<file path="src/rtl/risc_mgmt_exec_arb.sv">
// Arbiter that lets N_EXT extension execute units share one core write-back port.
// A rotating pointer picks the next owner. The owner then runs until it signals
// done, raises an exception or times out. A completed result is committed
// through the shared port. The core can stall commit or flush the operation.
module risc_mgmt_exec_arb #(
  parameter int unsigned N_EXT   = 4,
  parameter int unsigned TIMEOUT = 255
) (
  input  logic                     CLK,
  input  logic                     nRST,
  input  logic [N_EXT-1:0]         req,
  input  logic [N_EXT-1:0]         done,
  input  logic [N_EXT-1:0]         exc_in,
  input  logic [N_EXT-1:0]         wen_in,
  input  logic [5*N_EXT-1:0]       waddr_in,
  input  logic [32*N_EXT-1:0]      wdata_in,
  input  logic                     core_stall,
  input  logic                     flush,
  output logic [N_EXT-1:0]         grant,
  output logic                     ext_busy,
  output logic                     reg_w,
  output logic [4:0]               reg_waddr,
  output logic [31:0]              reg_wdata,
  output logic                     exception,
  output logic                     timeout,
  output logic [$clog2(N_EXT)-1:0] owner_id
);

  localparam int unsigned LW        = $clog2(N_EXT);
  localparam logic [7:0]  TIMEOUT_V = 8'(TIMEOUT);

  localparam logic [1:0] S_IDLE   = 2'd0;
  localparam logic [1:0] S_RUN    = 2'd1;
  localparam logic [1:0] S_COMMIT = 2'd2;

  logic [1:0]    r_state, w_state_nxt;
  logic [LW-1:0] r_owner, w_owner_nxt;
  logic [LW-1:0] r_ptr, w_ptr_nxt;
  logic [7:0]    r_timer, w_timer_nxt;
  logic          r_wen, w_wen_nxt;
  logic [4:0]    r_waddr, w_waddr_nxt;
  logic [31:0]   r_wdata, w_wdata_nxt;
  logic          r_exc, w_exc_nxt;
  logic          r_to, w_to_nxt;

  logic          w_any;
  logic [LW-1:0] w_sel;
  logic          w_busy;
  logic          w_own_done;
  logic          w_own_exc;
  logic          w_own_wen;
  logic [4:0]    w_own_waddr;
  logic [31:0]   w_own_wdata;
  logic [LW-1:0] w_owner_inc;

  // Fields of the current owner; inputs from other extensions never reach the FSM.
  assign w_own_done  = done[r_owner];
  assign w_own_exc   = exc_in[r_owner];
  assign w_own_wen   = wen_in[r_owner];
  assign w_own_waddr = waddr_in[int'(r_owner)*5 +: 5];
  assign w_own_wdata = wdata_in[int'(r_owner)*32 +: 32];
  // N_EXT is a power of two, so the LW-bit add wraps modulo N_EXT.
  assign w_owner_inc = r_owner + 1'b1;

  // Round-robin pick: the first requester at or after r_ptr, wrapping.
  always_comb begin
    w_any = 1'b0;
    w_sel = '0;
    // Walk offsets from high to low so the smallest offset wins.
    for (int i = N_EXT - 1; i >= 0; i--) begin
      logic [LW-1:0] idx;
      idx = r_ptr + LW'(i);
      if (req[idx]) begin
        w_any = 1'b1;
        w_sel = idx;
      end
    end
  end

  // Next-state logic for the FSM, timer, pointer, latched result and status pulses.
  always_comb begin
    w_state_nxt = r_state;
    w_owner_nxt = r_owner;
    w_ptr_nxt   = r_ptr;
    w_timer_nxt = r_timer;
    w_wen_nxt   = r_wen;
    w_waddr_nxt = r_waddr;
    w_wdata_nxt = r_wdata;
    w_exc_nxt   = 1'b0;
    w_to_nxt    = 1'b0;
    case (r_state)
      S_IDLE: begin
        if (w_any && !core_stall && !flush) begin
          w_owner_nxt = w_sel;
          w_timer_nxt = '0;
          w_state_nxt = S_RUN;
        end
      end
      S_RUN: begin
        if (flush) begin
          w_state_nxt = S_IDLE;
          w_ptr_nxt   = w_owner_inc;
        end else if (w_own_exc) begin
          // An exception wins over a done in the same cycle, so nothing is written.
          w_state_nxt = S_IDLE;
          w_ptr_nxt   = w_owner_inc;
          w_exc_nxt   = 1'b1;
        end else if (w_own_done) begin
          w_state_nxt = S_COMMIT;
          w_wen_nxt   = w_own_wen;
          w_waddr_nxt = w_own_waddr;
          w_wdata_nxt = w_own_wdata;
        end else if (r_timer == TIMEOUT_V) begin
          w_state_nxt = S_IDLE;
          w_ptr_nxt   = w_owner_inc;
          w_exc_nxt   = 1'b1;
          w_to_nxt    = 1'b1;
        end else if (!core_stall) begin
          w_timer_nxt = r_timer + 8'd1;
        end
      end
      S_COMMIT: begin
        if (flush || !core_stall) begin
          w_state_nxt = S_IDLE;
          w_ptr_nxt   = w_owner_inc;
        end
      end
      default: w_state_nxt = S_IDLE;
    endcase
  end

  // State registers; reset drops any in-flight operation and pending pulses.
  always_ff @(posedge CLK or posedge nRST) begin
    if (nRST) begin
      r_state <= S_IDLE;
      r_owner <= '0;
      r_ptr   <= '0;
      r_timer <= '0;
      r_wen   <= 1'b0;
      r_waddr <= '0;
      r_wdata <= '0;
      r_exc   <= 1'b0;
      r_to    <= 1'b0;
    end else begin
      r_state <= w_state_nxt;
      r_owner <= w_owner_nxt;
      r_ptr   <= w_ptr_nxt;
      r_timer <= w_timer_nxt;
      r_wen   <= w_wen_nxt;
      r_waddr <= w_waddr_nxt;
      r_wdata <= w_wdata_nxt;
      r_exc   <= w_exc_nxt;
      r_to    <= w_to_nxt;
    end
  end

  // Outputs: grant and busy come from state only; the write port fires in the unstalled COMMIT cycle.
  always_comb begin
    w_busy    = (r_state == S_RUN) || (r_state == S_COMMIT);
    grant     = w_busy ? (N_EXT'(1) << r_owner) : '0;
    ext_busy  = w_busy;
    reg_w     = (r_state == S_COMMIT) && !core_stall && !flush && r_wen && (r_waddr != 5'd0);
    reg_waddr = reg_w ? r_waddr : 5'd0;
    reg_wdata = reg_w ? r_wdata : 32'd0;
    exception = r_exc;
    timeout   = r_to;
    owner_id  = r_owner;
  end

endmodule

</file>
<file path="config.mk">
export PLATFORM = sky130hd
export DESIGN_NAME = risc_mgmt_exec_arb
export DESIGN_NICKNAME = d
export VERILOG_FILES = /design/src/rtl/risc_mgmt_exec_arb.sv
export SDC_FILE = /design/constraint.sdc
export NUM_CORES = 1
export LEC_CHECK = 0
export CAP_MARGIN = 5
export CORE_AREA = 4 4 110 112
export DETAILED_ROUTE_END_ITERATION = 8
export DIE_AREA = 0 0 114 116
export PLACE_DENSITY = 0.84
export SETUP_SLACK_MARGIN = 0.1
export SLEW_MARGIN = 15
export SYNTH_ARGS = -nofsm -noshare
export SYNTH_HDL_FRONTEND = slang
export SYNTH_SLANG_ARGS = --single-unit
</file>
<file path="constraint.sdc">
create_clock -name CLK -period 2 [get_ports CLK]
set_clock_uncertainty 0.05 [all_clocks]
set_input_delay 0.4 -clock CLK [delete_from_list [all_inputs] [get_ports CLK]]
set_output_delay 0.4 -clock CLK [all_outputs]
set_load 0.005 [all_outputs]
</file>
==> tab_implementation.tex, run 1 <==
\begin{tabular}{lr}
\hline
Metric & Value \\
\hline
\multicolumn{2}{l}{\textbf{Place}} \\
Gpl congestion & 0.905 \\
Worst slack after detailed placement & -755 ps \\
Port Buffers & 214 \\
HPWL after DPL & 11300 microns \\
Cells after DPL & 691 \\
\multicolumn{2}{l}{\textbf{Routing}} \\
Detailed-route DRC error count & 0 \\
Detailed-router iteration count before antenna repair & 4 \\
Wire per inst & 21.2 microns \\
Detail-routed via count per cell & 5.23 \\
Total wirelength of the detailed-routed design & 15600 microns \\
Total number of vias & 3844 \\
Detailed Route Iter0 Violations & 206 \\
Number of antenna-violating nets in the routed design & 0 \\
\multicolumn{2}{l}{\textbf{STA}} \\
Worst Slack Setup Final & -460 ps \\
Top achievable clock speed & 0.406 GHz \\
Number of pins with negative max-slew slack in the final report & 0 \\
Slew at the pin closest to its max-slew limit & 381 ps \\
Setup-failing EPs final & 93 \\
Final worst path period need & 2460 ps \\
Normalized max-slew margin & 74.6\% \\
RSZ-0062 raised after global routing & yes \\
Number of endpoints with negative hold slack in the final report & 0 \\
Final cycle utilization of the critical path & 123\% \\
Aggregate negative setup slack & -23130 ps \\
\multicolumn{2}{l}{\textbf{Synthesis}} \\
Sequential-to-total area share from yosys stat & 35.6\% \\
Post-synthesis instance area & 0.00380 sq mm \\
Mapped Nets & 481 \\
Mean post-synth cell area & 12.5 sq um \\
Main flop type after synthesis & sky130\_fd\_sc\_hd\_\_dfrtp\_1 \\
Syn Inst Count & 305 \\
Post-synthesis register bit count & 54 \\
Yosys Warn Count & 0 \\
Count of flip-flops with a built-in enable after synthesis & 0 \\
Proportion of register bits with asynchronous set or reset after synthesis & 100\% \\
Unique cell type count in the Yosys netlist & 44 \\
\multicolumn{2}{l}{\textbf{Clock tree}} \\
Number of buffers added by the clock tree synthesis step & 5 \\
Clock tree root driver cell & sky130\_fd\_sc\_hd\_\_clkbuf\_16 \\
Clock Latency Late Sink & 290 ps \\
Clock edge transition at the registers on the reported setup and hold paths & 80 ps \\
CTS max path bufs & 2 \\
Clock tree from TritonCTS & done \\
Number of buffers inserted for hold repair after clock tree synthesis & 0 \\
CTS H-tree lvls & 2 \\
Num Clock Sinks & 54 \\
\multicolumn{2}{l}{\textbf{Pwr}} \\
Max IR drop VDD & 0.000793 V \\
Reported leakage power & 3.37 nW \\
Internal cell power & 5.38 mW \\
Part of the power in the clock network & 10.8\% \\
Sum of internal, switching and leakage power & 8.25 mW \\
Sequential power share & 24.5\% \\
P\_sw & 2.87 mW \\
Part of the power in combinational logic & 64.7\% \\
Power per cell area & 1090 mW/mm\^{}2 \\
Switching portion of total power & 34.7\% \\
\multicolumn{2}{l}{\textbf{Global routing}} \\
Pin count of the biggest net entering global routing & 29 \\
Global-route wire length before repair & 23500 microns \\
Overflow after GRT & 0 \\
Via count of the first global-routing pass & 4301 \\
Overall Global Routing Usage & 23.0\% \\
Initial antenna violation count & 0 \\
\multicolumn{2}{l}{\textbf{Floorplan}} \\
Floorplan core area & 0.0112 sq mm \\
Number of core rows & 39 \\
Floorplan die width & 114 microns \\
Die extent in y & 116 microns \\
Number of placed I/O pins & 215 \\
Floorplan die area & 0.0132 sq mm \\
Initial Utilization & 33.8\% \\
\multicolumn{2}{l}{\textbf{Critical path}} \\
Max Fanout on Critical Path & 5 \\
Category of the critical setup timing path & register to output port \\
CP Capture Type & output port \\
Category of the worst setup path launch point & register \\
Register-to-Register Setup Slack & -310 ps \\
Arrival time of the worst setup path & 2010 ps \\
Worst path required time & 1550 ps \\
\multicolumn{2}{l}{\textbf{Job}} \\
Max-Cap Viols & 0 \\
\multicolumn{2}{l}{\textbf{Finish}} \\
Share of layout cells above drive strength 1 & 48.6\% \\
Layout Nets & 767 \\
Synthesis-to-finish area growth & 99.5\% \\
Number of diodes & 0 \\
Final standard cell count with taps included and fillers excluded & 735 \\
Number of fillers in the final layout & 823 \\
\multicolumn{2}{l}{\textbf{Worst hold path}} \\
Class of the tightest hold or removal check & input port to asynchronous set/reset pin \\
\multicolumn{2}{l}{\textbf{Outcome}} \\
Violated checks & negative setup slack \\
Status & finished, violations left \\
\hline
\end{tabular}
worst max-delay path, cell delays in order (launching register included):
cell and delay [ps]:
sky130_fd_sc_hd__dfrtp_1 390, sky130_fd_sc_hd__or4_4 560, sky130_fd_sc_hd__o21a_4 250, sky130_fd_sc_hd__buf_6 130
sky130_fd_sc_hd__buf_8 130, sky130_fd_sc_hd__and2_4 160, sky130_fd_sc_hd__buf_6 110
power by group through the flow:
| stage | clock [mW] | combinational [mW] | sequential [mW] |
|---|---|---|---|
| after floorplan | 0 | 2.52 | 1.87 |
| after global placement | 0 | 3.87 | 1.96 |
| after detailed placement | 0 | 4.01 | 1.97 |
| after CTS | 0.921 | 5.18 | 2.00 |
| after global routing | 0.955 | 5.69 | 2.06 |
| final | 0.894 | 5.33 | 2.02 |
path summary, 6_finish.rpt:
path | from | end | depth (start not counted)
setup / recovery | r_waddr[2]$_DFFE_PP0P_ | reg_wdata[20] | 6
hold / removal | nRST | r_ptr[1]$_DFFE_PP0P_ | 3
setup reg to reg | r_state[0]$_DFFE_PP0P_ | r_timer[7]$_DFFE_PP0P_ | 10
hold reg to reg | r_wdata[11]$_DFFE_PP0P_ | r_wdata[11]$_DFFE_PP0P_ | 1
max in group asynchronous | nRST | r_wdata[22]$_DFFE_PP0P_ | 3
min in group CLK | r_wdata[11]$_DFFE_PP0P_ | r_wdata[11]$_DFFE_PP0P_ | 1
placed cells by master, fill, tap and decap left out, types with 4 or more instances in the layout:
cell type and instances:
sky130_fd_sc_hd__clkdlybuf4s50_1 168, sky130_fd_sc_hd__buf_6 70, sky130_fd_sc_hd__dfrtp_1 52, sky130_fd_sc_hd__buf_4 42, sky130_fd_sc_hd__mux2_4 40, sky130_fd_sc_hd__mux4_2 39
sky130_fd_sc_hd__and2_4 37, sky130_fd_sc_hd__nand2_1 14, sky130_fd_sc_hd__and2_1 7, sky130_fd_sc_hd__inv_1 6, sky130_fd_sc_hd__a21oi_1 6, sky130_fd_sc_hd__buf_12 6
sky130_fd_sc_hd__mux2i_1 5, sky130_fd_sc_hd__ha_1 5, sky130_fd_sc_hd__clkbuf_16 5, sky130_fd_sc_hd__buf_16 4, sky130_fd_sc_hd__buf_2 4
Yosys cell counts, drive strengths merged (3+ instances only):
library cell	n	share of area [%]
a211o	3	0.69
a21oi	9	1.2
and2	44	7.2
and3	3	0.49
buf	9	1.5
clkbuf	11	1.1
dfrtp	54	36
ha	8	2.6
inv	10	0.99
mux2	43	13
mux2i	5	1.3
mux4	39	23
nand2	15	1.5
nand2b	3	0.49
nand3	5	0.79
nor2	4	0.59
nor3b	3	0.59
nor4	4	0.66
o21ai	4	0.82
cells by family after synthesis:
logic type,after synthesis,synth area share [%]
and+or+nand+nor,94,14.8
muxes,87,37.2
DFF,54,35.6
AOI/OAI and AO/OA,32,6.23
buffers and inverters,30,3.59
adders and majority gates,8,2.64
routing by layer:
| layer | share of wire, % | wire (microns) | global-route usage [%] |
|---|---|---|---|
| met1 | 37 | 5820 | 26.3 |
| met2 | 55 | 8630 | 44.4 |
| met3 | 5.3 | 822 | 4.07 |
| met4 | 2.0 | 308 | 5.54 |
| met5 | 0 | 0 | 0 |
metrics by stage:
stage / utilization [%] / hold slack, ps / area [sq um]
finish: 67.5 / 454 / 7570
global placement: 57.3 / 429 / 6430
CTS: 66.3 / 459 / 7440
floorplan: - / 420 / 3820
global route: 67.5 / 477 / 7570
detailed placement: 57.3 / 436 / 6430
layout make-up:
class	count	area (sq um)	share of cell area [%]
well taps	143	179	2.36
multi-input cells	221	2760	36.4
repair buffers	299	3100	40.9
clock buffers	5	125	1.65
inverters	10	40.0	0.529
clock inverters	3	26.3	0.347
flip-flops and latches	54	1350	17.9
registers in the layout (all words and copies together) (netlist names):
register,count
r_wdata,32
r_timer,8
r_waddr,5
owner_id,2
r_ptr,2
r_state,2
exception,1
r_wen,1
timeout,1
repair_timing:
action / in CTS / in global routing
pin swaps: 49 / 20
setup endpoints to repair: 93 / 96
cloned: 8 / 0
buffers inserted: 29 / 11
gates resized for setup: 331 / 52
(Power assumes the default switching activity.)
==> inputs of run 2 (changes only) <==
--- a/config.mk
+++ b/config.mk
@@ -7,6 +7,7 @@
 export LEC_CHECK = 0
 export CAP_MARGIN = 5
 export CORE_AREA = 4 4 110 112
+export CTS_CLUSTER_DIAMETER = 40
 export DETAILED_ROUTE_END_ITERATION = 8
 export DIE_AREA = 0 0 114 116
 export PLACE_DENSITY = 0.84
==> results of run 2 <==
No change in the layout: final DEF, timing and power equal those of run 1.
